## src/rtl/wb_rr_arbiter_if.sv

```systemverilog
// ---------------------------------------------------------------------------
// wb_arb_if
// Classic-cycle Wishbone bus bundle used on every arbiter port.
//
// Signals (named from the master's point of view):
//   cyc, stb, we   bus cycle, strobe, write enable        (master -> slave)
//   adr            address, ADR_WIDTH                     (master -> slave)
//   dat_w          write data, DAT_WIDTH                  (master -> slave)
//   dat_r          read data, DAT_WIDTH                   (slave -> master)
//   ack, err       cycle termination                      (slave -> master)
//
// Modports:
//   master  the side that starts cycles (CPU port, or the arbiter's slave port)
//   slave   the side that answers cycles (slave device, or the arbiter's
//           master-facing ports)
// ---------------------------------------------------------------------------
interface wb_arb_if #(
    parameter int DAT_WIDTH = 64,
    parameter int ADR_WIDTH = 16
);
    logic                 cyc;
    logic                 stb;
    logic                 we;
    logic [ADR_WIDTH-1:0] adr;
    logic [DAT_WIDTH-1:0] dat_w;
    logic [DAT_WIDTH-1:0] dat_r;
    logic                 ack;
    logic                 err;

    modport master (
        output cyc, stb, we, adr, dat_w,
        input  dat_r, ack, err
    );

    modport slave (
        input  cyc, stb, we, adr, dat_w,
        output dat_r, ack, err
    );
endinterface

```

## src/rtl/wb_rr_arbiter.sv

```systemverilog
// ---------------------------------------------------------------------------
// wb_rr_arbiter
// Two-master round-robin arbiter in front of one classic-cycle Wishbone slave.
// Master 0 is the instruction fetch port, master 1 the data port. Ownership is
// held for the whole bus cycle (cyc); the slave's ack/err/dat reach only the
// owner. One idle cycle always separates two owners.
//
// Ports:
//   clk_i    system clock
//   rst_i    asynchronous reset, active low
//   m0_if    master 0 bus (slave modport: arbiter answers master 0)
//   m1_if    master 1 bus (slave modport: arbiter answers master 1)
//   s_if     shared slave bus (master modport: arbiter drives the slave)
//   gnt_o    one-hot current owner, 00 when idle (debug)
//
// Build option:
//   WB_ARB_TIMEOUT_EN  when defined, a watchdog ends any strobe left
//                      unanswered for TIMEOUT cycles by raising err to the
//                      owner and withdrawing stb from the slave. When not
//                      defined, a hung slave holds the bus indefinitely.
//
// state | meaning
// ------+--------------------------------------------------------------
// IDLE  | no owner; slave side and both master responses held at 0
// GNT0  | master 0 owns the slave port until m0 cyc drops
// GNT1  | master 1 owns the slave port until m1 cyc drops
// ---------------------------------------------------------------------------
module wb_rr_arbiter #(
    parameter int DAT_WIDTH = 64,
    parameter int ADR_WIDTH = 16,
    parameter int TIMEOUT   = 255
) (
    input  logic       clk_i,
    input  logic       rst_i,
    wb_arb_if.slave    m0_if,
    wb_arb_if.slave    m1_if,
    wb_arb_if.master   s_if,
    output logic [1:0] gnt_o
);

    if (TIMEOUT < 2) begin : g_timeout_check
        $error("wb_rr_arbiter: TIMEOUT must be at least 2");
    end

    // Encoding chosen so that the grant states read directly as one-hot.
    typedef enum logic [1:0] {
        IDLE = 2'b00,
        GNT0 = 2'b01,
        GNT1 = 2'b10
    } state_t;

    state_t state_q, state_d;
    logic   last_q, last_d;

    logic                 own_cyc;
    logic                 own_stb;
    logic                 own_we;
    logic [ADR_WIDTH-1:0] own_adr;
    logic [DAT_WIDTH-1:0] own_dat;
    logic                 to_err;
    logic                 sel0;
    logic                 sel1;

    // -----------------------------------------------------------------------
    // State register. last resets to 1 so master 0 wins the first tie.
    // -----------------------------------------------------------------------
    always_ff @(posedge clk_i or negedge rst_i) begin
        if (!rst_i) begin
            state_q <= IDLE;
            last_q  <= 1'b1;
        end else begin
            state_q <= state_d;
            last_q  <= last_d;
        end
    end

    always_comb begin
        state_d = state_q;
        last_d  = last_q;
        case (state_q)
            IDLE: begin
                if (m0_if.cyc && m1_if.cyc) begin
                    if (last_q) begin
                        state_d = GNT0;
                        last_d  = 1'b0;
                    end else begin
                        state_d = GNT1;
                        last_d  = 1'b1;
                    end
                end else if (m0_if.cyc) begin
                    state_d = GNT0;
                    last_d  = 1'b0;
                end else if (m1_if.cyc) begin
                    state_d = GNT1;
                    last_d  = 1'b1;
                end
            end
            GNT0: begin
                if (!m0_if.cyc) begin
                    state_d = IDLE;
                end
            end
            GNT1: begin
                if (!m1_if.cyc) begin
                    state_d = IDLE;
                end
            end
            default: begin
                state_d = IDLE;
            end
        endcase
    end

    // -----------------------------------------------------------------------
    // Owner request mux; everything is zero while idle.
    // -----------------------------------------------------------------------
    always_comb begin
        own_cyc = 1'b0;
        own_stb = 1'b0;
        own_we  = 1'b0;
        own_adr = '0;
        own_dat = '0;
        case (state_q)
            GNT0: begin
                own_cyc = m0_if.cyc;
                own_stb = m0_if.stb;
                own_we  = m0_if.we;
                own_adr = m0_if.adr;
                own_dat = m0_if.dat_w;
            end
            GNT1: begin
                own_cyc = m1_if.cyc;
                own_stb = m1_if.stb;
                own_we  = m1_if.we;
                own_adr = m1_if.adr;
                own_dat = m1_if.dat_w;
            end
            default: begin
            end
        endcase
    end

`ifdef WB_ARB_TIMEOUT_EN
    localparam int CNT_W = ($clog2(TIMEOUT + 1) > 8) ? $clog2(TIMEOUT + 1) : 8;

    logic [CNT_W-1:0] cnt_q, cnt_d;
    logic             to_err_q, to_err_d;

    always_ff @(posedge clk_i or negedge rst_i) begin
        if (!rst_i) begin
            cnt_q    <= '0;
            to_err_q <= 1'b0;
        end else begin
            cnt_q    <= cnt_d;
            to_err_q <= to_err_d;
        end
    end

    // The counter only runs while a strobe is actually presented to the
    // slave and unanswered. Once the flag is up, stb is withdrawn, so the
    // counter falls back to zero by itself; the flag then waits for the
    // owner to end the strobe or the cycle.
    always_comb begin
        cnt_d    = '0;
        to_err_d = to_err_q;
        if (s_if.stb && !(s_if.ack || s_if.err)) begin
            if (cnt_q != CNT_W'(TIMEOUT - 1)) begin
                cnt_d = cnt_q + 1'b1;
            end
        end
        if (!own_stb || !own_cyc) begin
            to_err_d = 1'b0;
        end else if (s_if.stb && !(s_if.ack || s_if.err) &&
                     (cnt_q == CNT_W'(TIMEOUT - 1))) begin
            to_err_d = 1'b1;
        end
    end

    assign to_err = to_err_q;
`else
    assign to_err = 1'b0;
`endif

    // -----------------------------------------------------------------------
    // Slave-side drive and owner-only response routing.
    // -----------------------------------------------------------------------
    assign sel0 = (state_q == GNT0);
    assign sel1 = (state_q == GNT1);

    assign s_if.cyc   = own_cyc;
    assign s_if.stb   = own_stb & ~to_err;
    assign s_if.we    = own_we;
    assign s_if.adr   = own_adr;
    assign s_if.dat_w = own_dat;

    assign m0_if.ack   = sel0 & s_if.ack;
    assign m0_if.err   = sel0 & (s_if.err | to_err);
    assign m0_if.dat_r = sel0 ? s_if.dat_r : '0;

    assign m1_if.ack   = sel1 & s_if.ack;
    assign m1_if.err   = sel1 & (s_if.err | to_err);
    assign m1_if.dat_r = sel1 ? s_if.dat_r : '0;

    assign gnt_o = {sel1, sel0};

endmodule

```

## src/flat_wrapper.sv

```systemverilog
// flat-port wrapper written by rule: the top's interface ports become plain ports
module wb_rr_arbiter_flat 
#(
    parameter int DAT_WIDTH = 64,
    parameter int ADR_WIDTH = 16,
    parameter int TIMEOUT   = 255
)
  (clk_i, rst_i, gnt_o, m0_if_cyc, m0_if_stb, m0_if_we, m0_if_adr, m0_if_dat_w, m0_if_dat_r, m0_if_ack, m0_if_err, m1_if_cyc, m1_if_stb, m1_if_we, m1_if_adr, m1_if_dat_w, m1_if_dat_r, m1_if_ack, m1_if_err, s_if_cyc, s_if_stb, s_if_we, s_if_adr, s_if_dat_w, s_if_dat_r, s_if_ack, s_if_err);
  wb_arb_if #(.DAT_WIDTH(DAT_WIDTH), .ADR_WIDTH(ADR_WIDTH)) m0_if_i ();
  wb_arb_if #(.DAT_WIDTH(DAT_WIDTH), .ADR_WIDTH(ADR_WIDTH)) m1_if_i ();
  wb_arb_if #(.DAT_WIDTH(DAT_WIDTH), .ADR_WIDTH(ADR_WIDTH)) s_if_i ();
  input  logic clk_i;
  input  logic rst_i;
  output logic [1:0] gnt_o;
  input wire logic [$bits(m0_if_i.cyc)-1:0] m0_if_cyc;
  input wire logic [$bits(m0_if_i.stb)-1:0] m0_if_stb;
  input wire logic [$bits(m0_if_i.we)-1:0] m0_if_we;
  input wire logic [$bits(m0_if_i.adr)-1:0] m0_if_adr;
  input wire logic [$bits(m0_if_i.dat_w)-1:0] m0_if_dat_w;
  output wire logic [$bits(m0_if_i.dat_r)-1:0] m0_if_dat_r;
  output wire logic [$bits(m0_if_i.ack)-1:0] m0_if_ack;
  output wire logic [$bits(m0_if_i.err)-1:0] m0_if_err;
  input wire logic [$bits(m1_if_i.cyc)-1:0] m1_if_cyc;
  input wire logic [$bits(m1_if_i.stb)-1:0] m1_if_stb;
  input wire logic [$bits(m1_if_i.we)-1:0] m1_if_we;
  input wire logic [$bits(m1_if_i.adr)-1:0] m1_if_adr;
  input wire logic [$bits(m1_if_i.dat_w)-1:0] m1_if_dat_w;
  output wire logic [$bits(m1_if_i.dat_r)-1:0] m1_if_dat_r;
  output wire logic [$bits(m1_if_i.ack)-1:0] m1_if_ack;
  output wire logic [$bits(m1_if_i.err)-1:0] m1_if_err;
  output wire logic [$bits(s_if_i.cyc)-1:0] s_if_cyc;
  output wire logic [$bits(s_if_i.stb)-1:0] s_if_stb;
  output wire logic [$bits(s_if_i.we)-1:0] s_if_we;
  output wire logic [$bits(s_if_i.adr)-1:0] s_if_adr;
  output wire logic [$bits(s_if_i.dat_w)-1:0] s_if_dat_w;
  input wire logic [$bits(s_if_i.dat_r)-1:0] s_if_dat_r;
  input wire logic [$bits(s_if_i.ack)-1:0] s_if_ack;
  input wire logic [$bits(s_if_i.err)-1:0] s_if_err;
  assign m0_if_i.cyc = m0_if_cyc;
  assign m0_if_i.stb = m0_if_stb;
  assign m0_if_i.we = m0_if_we;
  assign m0_if_i.adr = m0_if_adr;
  assign m0_if_i.dat_w = m0_if_dat_w;
  assign m0_if_dat_r = m0_if_i.dat_r;
  assign m0_if_ack = m0_if_i.ack;
  assign m0_if_err = m0_if_i.err;
  assign m1_if_i.cyc = m1_if_cyc;
  assign m1_if_i.stb = m1_if_stb;
  assign m1_if_i.we = m1_if_we;
  assign m1_if_i.adr = m1_if_adr;
  assign m1_if_i.dat_w = m1_if_dat_w;
  assign m1_if_dat_r = m1_if_i.dat_r;
  assign m1_if_ack = m1_if_i.ack;
  assign m1_if_err = m1_if_i.err;
  assign s_if_cyc = s_if_i.cyc;
  assign s_if_stb = s_if_i.stb;
  assign s_if_we = s_if_i.we;
  assign s_if_adr = s_if_i.adr;
  assign s_if_dat_w = s_if_i.dat_w;
  assign s_if_i.dat_r = s_if_dat_r;
  assign s_if_i.ack = s_if_ack;
  assign s_if_i.err = s_if_err;
  wb_rr_arbiter #(.DAT_WIDTH(DAT_WIDTH), .ADR_WIDTH(ADR_WIDTH), .TIMEOUT(TIMEOUT)) u_core (.clk_i(clk_i), .rst_i(rst_i), .m0_if(m0_if_i), .m1_if(m1_if_i), .s_if(s_if_i), .gnt_o(gnt_o));
endmodule
```

## config.mk

```make
export PLATFORM = sky130hd
export DESIGN_NAME = wb_rr_arbiter_flat
export DESIGN_NICKNAME = d
export VERILOG_FILES = /design/src/rtl/wb_rr_arbiter_if.sv /design/src/rtl/wb_rr_arbiter.sv /design/src/flat_wrapper.sv
export SDC_FILE = /design/constraint.sdc
export NUM_CORES = 1
export LEC_CHECK = 0
export ABC_AREA = 1
export CORE_AREA = 2 2 176 178
export DETAILED_ROUTE_END_ITERATION = 12
export DIE_AREA = 0 0 178 180
export DONT_BUFFER_PORTS = 1
export PLACE_DENSITY = 0.32
export SLEW_MARGIN = 25
export SYNTH_ARGS = -nofsm -noshare
export SYNTH_HDL_FRONTEND = slang
export SYNTH_SLANG_ARGS = --single-unit
```

## constraint.sdc

```tcl
create_clock -name clk_i -period 2.2 [get_ports clk_i]
set_clock_uncertainty 0.15 [all_clocks]
set_input_delay 0.22 -clock clk_i [delete_from_list [all_inputs] [get_ports clk_i]]
set_output_delay 0.22 -clock clk_i [all_outputs]
set_load 0.01 [all_outputs]
```

# After elaboration in Yosys (flattened, before gate mapping)
# Cells that the tools add are included.
# totals
regBits,3
out_inout_bits,217
# op_classes
eq_ne,5
mux,18
bitwise,4
n_reduce_logical,5
# op_table
operator,count
two-way mux 64 bit,2
case mux 64 bit (2 select lines),1
case mux 16 bit (2 select lines),1
two-way mux 2 bit,6
case mux 1 bit (2 select lines),3
case mux 2 bit (3 select lines),1
bitwise AND 1 bit,4
two-way mux 1 bit,4
inequality test 2 bit (second input constant),2
inequality test 4 x 3 -> 1 bit (second input constant),1
AND reduction 3 bit,1
nonzero test 3 bit,1
== test 2 x 1 -> 1 bit (second input constant),1
== test 2 bit (second input constant),1
zero test 2 bit,1
AND reduction 2 bit,1
logical AND 1 bit,1

# Longest topological paths before layout
# Gate-level depths: netlist of the first run.
# depth
ltp_word,4
ltp_mapped,9

# Worst setup path before layout of the first run
# Ideal clock, no wire load.
# synth_path
path_type,register to output
start,register u_core.state_q[1]
end,output s_if_dat_w[28]
arrival_time_ns,1.263
required_ns,1.830
slack_ns,0.567
path_stages_with_launch,8
path_buffers,3
path_cell_list,dfrtp_1 -> inv_1 -> ha_1 -> buf_4 -> buf_6 -> buf_6 -> nand2_1 -> a21oi_1
# synth_between
elab_chain_cells,2
elab_cells_between_ends,3
classes_between,eq/ne (2); mux (1)
# synth_lines
element,line,rtl
from (decl),wb_rr_arbiter.sv:52,"state_t state_q, state_d;"
from (signal assigned),wb_rr_arbiter.sv:72,state_q <= state_d;
== test 2 x 1 -> 1 bit,n/a,
via u_core.sel0,wb_rr_arbiter.sv:61,logic sel0;
case mux 64 bit (2 select lines),wb_rr_arbiter.sv:123,case (state_q)
to (decl),flat_wrapper.sv:35,output wire logic [$bits(s_if_i.dat_w)-1:0] s_if_dat_w;
# The timed path passes the listed nets, and every way through them passes these cells.

# Final worst setup path of the first run
# layout_path
start,register u_core.state_q[1]
end,output s_if_dat_w[31]
# layout_between
elab_chain_cells,2
elab_cells_between_ends,3
classes_between,eq/ne (2); mux (1)
# layout_lines
element,line
== test 2 bit / == test 2 x 1 -> 1 bit (equally long branches),wb_rr_arbiter.sv:123
case mux 64 bit (2 select lines) (*),wb_rr_arbiter.sv:123
# Mark *: on every way between the ends. The rest lies on a longest branch, timed or not.

==> results.md, run 1 <==
* Seq pwr share at under 10%
* CTS Sinks at 3
* Port bufs at 0
* Leak pwr at 0.00214 uW
* First-pass GRT wire length at around 20 mm
* Vias in the first global route at between 3,000 and 4,000
* Crit path cell chain: inv_1 -> ha_4 -> buf_4 -> clkbuf_16 -> nand2_1 -> a21oi_1
* Power Total at 4730 uW
* WP data arrival at ~1.7 ns
* Clk buf depth at 2
* FFs w/ async S/R, synth at 100%
* Initial antenna violation count at 0
* VDD IR-drop max at about 0.55 mV
* Yosys reg bits at 3
* Sw Share at about two thirds
* Die Span Y at approximately 180 um
* Final net count at around 840
* Final Hold Fails at 0
* Vias per cell at between 3 and 4
* FMAX at between 400 and 500 MHz
* Layout cells sized above 1 at around 14%
* Status: completed
* RSZ-0062 raised after global routing: yes
* Fin crit period at between 2 and 2.5 ns
* Clock Latency Late Sink at around 0.22 ns
* Starting Density at about 8.5%
* Int Pwr at 1660 uW
* Worst Path Required at about 1.8 ns
* # IOs at 451
* Clock transition at the registers of the reported paths at around 0.03 ns
* Hpwl dp at around 13 mm
* Largest stage delay, worst path at 0.43 ns
* Post-synthesis cell type with the largest combined area: nand2_1
* Crit. End Element: output pin
* Fillers at 3,548
* Layout area overhead at 36.0%
* Synth area leaders: nand2_1 43%, inv_1 20%, a21oi_1 14%, buf_2 5.8%, a21oi_2 3.4%
* Commonest cells in the netlist: 298 x nand2_1, 139 x inv_1, 73 x a21oi_1
* Top FF cell, synth: dfrtp_1
* Pwr dens at around 1300 nW/um2
* Number of max-slew violations in the final report at 0
* Mapped Area at about 2600 um2
* Post-Synth Adder-Cell Area at under 10%
* CTS H-tree depth at 1
* Final setup viols at 0
* Simple-Gate Fraction of Synth Area at 46.6%
* Iter 0 DRT Violations at roughly 170
* Max-cap check violation count at 0
* NetSw at 3070 uW
* EDFF count, synth at 0
* Post-synthesis compound-gate area fraction at between 10% and 20%
* Main combinational cell family by area after synthesis: simple AND/OR/NAND/NOR gates
* Tcrit/Tclk final at between 90 and 100%
* Proportion of synthesized area in mux cells at 0%
* RePlAce Congestion at between 0.8 and 0.9
* Worst hold stages at 3
* Critical-path top delay cell: dfrtp_1
* Total wire length at around 16 mm
* Setup crit start kind: flip-flop
* Core Region at just over 30,000 um2
* DR pass1 iterations at 4
* Cells on worst reg2reg path at 9
* Site Rows at 64
* Die area at approximately 32,000 um2
* Clock power share at a little over 6%
* Yosys warns at 0
* Average cell area after synthesis at 4.39 um2
* Global-route usage over all layers at about 8.5%
* Post-layout util at between 10% and 20%
* Post-synthesis sequential area ratio at between 2 and 3%
* CP max FO at 36
* Remaining DRCs at 0
* CTS buffer count at 3
* Rel. slew slack at just under 80%
* Diode count at 0
* CTS tree: yes
* Root Driver: clkbuf_16
* Area share of the leading cell type in the synthesized netlist at 43.4%
* HP Class: in2reg
* Most common cell in the netlist: nand2_1
* Largest net degree at the start of global routing at between 70 and 80
* Synth Area in XOR/XNOR at 0%
* Worst Max-Slew Pin Slew at roughly 0.35 ns
* ANT nets after route at 0
* Post-Syn Nets at between 800 and 900
* Via count at about 3,600
* Die W at 178 um
* Routed length per instance at approximately 16 um
* Combinational power share at between 90% and 100%
* GRT Residual Overflow at 0
* Setup CP Type: reg2out
* Post-synth cell types at 15
* Post-Synthesis Cells at ~600
==> layout by cell type (no fill, tap or decap), drive strengths merged <==
cell	count
nand2	308
inv	138
a21oi	83
buf	46
clkbuf	6
ha	4
nor2	3
nand3	2
dfrtp	2
clkinv	1
o21ai	1
bufbuf	1
dlygate4sd3	1
dfstp	1
==> timing repair <==
item / CTS / global route
setup endpoints to repair: 2 / 31
setup buffers: 0 / 3
gates cloned: 1 / 2
hold buffers: 1 / 0
endpoints found under the hold margin: 3 / 0
resized for setup: 1 / 11
==> state kept, by name, summed over array words and instances, names as in the netlist <==
register	cells
u_core.last_q	1
u_core.state_q	2
==> metrics by stage <==
step,hold slack [ns],worst slack [ns],cells,TNS (ns),area [um2]
after floorplan,-0.226,0.567,587,0,2580
after global placement,-0.225,0.199,982,0,3260
after detailed placement,-0.225,0.224,982,0,3260
after CTS,0.0419,0.00332,988,0,3380
after global routing,0.0971,-0.0437,993,-0.0920,3510
final,0.0410,0.107,993,0,3510
==> kinds of logic (layout without fill, tap and decap cells) <==
logic type               Yosys count  count (layout)
adder cells (fa/ha/maj)            4               4
AND/OR/NAND/NOR                  313             313
flip-flops                         3               3
AO/OA/AOI/OAI                     84              84
buffers and inverters            183             193
==> cell type report <==
class	instances	area (um2)	share of cell area, %
Multi-Input combinational cell	401	1780	50.7
Tap cell	396	495	14.1
Timing Repair Buffer	50	553	15.8
Sequential cell	3	76.3	2.18
Clock buffer	4	78.8	2.25
Inverter	139	523	14.9
==> layer usage <==
layer	GRT usage (%)	share of wire [%]	up-vias
met5	0	0	-
met4	2.56	2.4	0
met3	2.16	9.9	20
met2	16.7	52	309
met1	8.48	36	1549
li1	-	-	1688
==> worst max-delay path, delay by kind of cell, from the launching register on <==
family | cells | cell delay, ns
compound gates | 1 | 0.25
fa+ha+maj | 1 | 0.21
buf+inv | 3 | 0.51
flops | 1 | 0.43
simple gates | 1 | 0.08
==> power groups by stage <==
stage	sequential [uW]	clock, uW	combinational, uW
4_1_cts	115	293	4160
3_5_place_dp	115	0	4030
6_report	115	287	4330
3_3_place_gp	116	0	4030
2_1_floorplan	103	0	2900
5_1_grt	122	296	4800
==> final timing paths <==
check                                                     end                          start  slack, ns
worst max-delay path                           s_if_dat_w[31]  u_core.state_q[1]$_DFFE_PN0P_       0.11
worst min-delay path                u_core.last_q$_DFFE_PN1P_                      m0_if_cyc       0.04
worst max register to register  u_core.state_q[0]$_DFFE_PN0P_  u_core.state_q[1]$_DFFE_PN0P_       0.57
worst min register to register      u_core.last_q$_DFFE_PN1P_      u_core.last_q$_DFFE_PN1P_       0.38
max in group asynchronous           u_core.last_q$_DFFE_PN1P_                          rst_i       1.54
min in group asynchronous       u_core.state_q[1]$_DFFE_PN0P_                          rst_i       0.12
Note: power is estimated with default switching activity, not from simulation.
==> run 2, diff against run 1 <==
--- a/config.mk
+++ b/config.mk
@@ -6,9 +6,9 @@
 export NUM_CORES = 1
 export LEC_CHECK = 0
 export ABC_AREA = 1
-export CORE_AREA = 2 2 176 178
+export CORE_AREA = 2 2 175 177
 export DETAILED_ROUTE_END_ITERATION = 12
-export DIE_AREA = 0 0 178 180
+export DIE_AREA = 0 0 177 179
 export DONT_BUFFER_PORTS = 1
 export PLACE_DENSITY = 0.32
 export SLEW_MARGIN = 25
==> run 2 against run 1 <==
  * Register-to-register slack gained 0.02 ns
  * First-iteration DRC count shrank 0.60%
  * Critical path depth unchanged
  * Wire length decreased by 12%
  * Largest cell class unchanged
  * Sequential share of layout area barely moved
  * Worst setup slack got worse by 0.0071 ns
  * Largest power group unchanged
  * Count of clock-buffer cells in the layout unchanged
  * Combinational power is 5% lower
  * Die area decreased by 1.1%
  * Via count rose by 0.45%
  * Total power is 4.1% lower
  * Core utilization shrank 0.10 points
==> results.md, run 2 (same netlist as run 1, synthesis figures left out) <==
* Status: completed
* Final setup viols at 0 (unchanged)
* CP bufs+invs at 4 (+1)
* CP max FO at 44 (+22%)
* DR pass1 iterations at 5 (+1)
* CTS buffer count at 3 (unchanged)
* Most frequent cells in the layout: 298 x nand2_1, 138 x inv_1, 68 x a21oi_1
* Pwr dens at 1310 nW/um2 (-2.7%)
* Port bufs at 0 (unchanged)
* Via count at 3,582 (+0.45%)
* Max-cap check violation count at 0 (unchanged)
* Max reg flops at 2 (unchanged)
* Clock Latency Late Sink at 0.22 ns (about the same)
* GR met1 Demand/Resource at 7.17% (-1.3 points)
* Top delay family on crit path: buffers and inverters
* VDD IR-drop max at 0.454 mV (-18%)
* Iter 0 DRT Violations at 165 (-0.60%)
* GRT Residual Overflow at 0 (unchanged)
* FMAX at 476 MHz (-0.34%)
* Initial antenna violation count at 4 (+4)
* Leak pwr at 0.00212 uW (-0.66%)
* Total wire length at 14.0 mm (-12%)
* Most common cell after layout, fill and taps aside: nand2_1
* Rel. slew slack at 78.8% (+1.7 points)
* Clk buf depth at 2 (unchanged)
* Vias in the first global route at 2,863 (-9.7%)
* Number of max-slew violations in the final report at 0 (unchanged)
* Remaining DRCs at 0 (unchanged)
* WP data arrival at 1.73 ns (about the same)
* HP Class: in2reg
* Largest net degree at the start of global routing at 69 (-6.8%)
* Die area at 31,700 um2 (-1.1%)
* Clock transition at the registers of the reported paths at 0.03 ns (about the same)
* # IOs at 451 (unchanged)
* Vias per cell at 3.60 (+0.15%)
* Final hold slack at 0.0443 ns (+0.00335 ns)
* CTS Sinks at 3 (unchanged)
* Fin Setup TNS at 0 ns (unchanged)
* Crit. End Element: output pin
* Final net count at 837 (+0.12%)
* Worst Path Required at 1.83 ns (about the same)
* Tcrit/Tclk final at 95.5% (+0.32 points)
* Crit path cell chain: inv_1 -> ha_1 -> clkinv_2 -> buf_12 -> a21oi_1 -> buf_4
* Setup crit start kind: flip-flop
* M2 GR Usage at 13.2% (-3.5 points)
* Starting Density at 8.59% (+0.046 points)
* Root Driver: clkbuf_16
* RSZ-0062 raised after global routing: no
* Core Region at 30,000 um2 (-0.53%)
* Setup CP Type: reg2out
* Largest stage delay, worst path at 0.40 ns (-0.03 ns)
* Die Span Y at 179 um (-0.56%)
* GRT Max-Usage Layer: met2
* Worst Max-Slew Pin Slew at 0.319 ns (-0.0267 ns)
* Layout area overhead at 34.1%
* Reg with most FFs: u_core.state_q
* First-pass GRT wire length at 16.3 mm (-18%)
* Final Hold Fails at 0 (unchanged)
* CTS tree: yes
* Die W at 177 um (-0.56%)
* Layout cells sized above 1 at 13.9% (-0.53 points)
* Fin crit period at 2.10 ns (+0.00711 ns)
* Global-route usage over all layers at 6.92% (-1.5 points)
* Hpwl dp at 11.4 mm (-10%)
* RePlAce Congestion at 0.874 (-0.14%)
* ANT nets after route at 0 (unchanged)
* Site Rows at 64 (unchanged)
* CTS H-tree depth at 1 (unchanged)
* Critical-path top delay cell: dfrtp_1
* Largest regs: u_core.state_q (2), u_core.last_q (1)
* GR Util met3 at 1.80% (-0.35 points)
* Routed length per instance at 14.1 um (-13%)
-- run 2: metal layers --
layer	up-vias	wire, um
met4	4	447
li1	1691	-
met5	-	26
met3	22	1380
met1	1543	5040
met2	322	7150
-- run 2: final cells by class --
cell class	count	area, um2
fillers	3535	26600
multi-input cells	401	1770
inverters	139	523
diodes	2	5.00
flip-flops and latches	3	76.3
repair buffers	51	507
clock buffers	4	78.8
well taps	396	495
-- run 2: through the flow --
step / cells / setup WS [ns] / total power [uW] / area (um2) / util, %
4_1_cts: 990 / 0.0353 / 4360 / 3350 / 11.2
5_1_grt: 996 / 0.00173 / 5040 / 3460 / 11.5
2_1_floorplan: 587 / 0.567 / 3000 / 2580 / -
3_5_place_dp: 985 / 0.174 / 4050 / 3250 / 10.8
3_3_place_gp: 985 / 0.156 / 4080 / 3250 / 10.8
6_report: 996 / 0.0996 / 4530 / 3460 / 11.5
-- run 2: worst min-delay path, stage by stage --
cell	delay, ns
nand2_1	0.05
nand2_1	0.06
o21ai_0	0.07
-- run 2: timing repair --
item / CTS / global route
gates cloned: 0 / 2
gates resized for setup: 2 / 7
endpoints found under the setup margin: 2 / 16
hold buffers: 1 / 0
endpoints found under the hold margin: 3 / 0
buffers inserted: 0 / 2
-- run 2: path summary, 6_finish.rpt --
path                                               start                             to  slack [ns]  depth (start not counted)
max                        u_core.state_q[0]$_DFFE_PN0P_                  s_if_dat_w[8]         0.1                          6
min                                            m0_if_cyc      u_core.last_q$_DFFE_PN1P_        0.04                          3
max reg2reg                u_core.state_q[1]$_DFFE_PN0P_  u_core.state_q[1]$_DFFE_PN0P_        0.59                          9
min reg2reg                    u_core.last_q$_DFFE_PN1P_      u_core.last_q$_DFFE_PN1P_        0.38                          2
max in group asynchronous                          rst_i      u_core.last_q$_DFFE_PN1P_        1.55                          1
min in group asynchronous                          rst_i  u_core.state_q[1]$_DFFE_PN0P_        0.11                          1
-- run 2: power by group --
part	internal (uW)	total [uW]	switching [uW]
Combinational	1240	4130	2890
Sequential	89.0	115	25.9
Clock	239	287	47.7
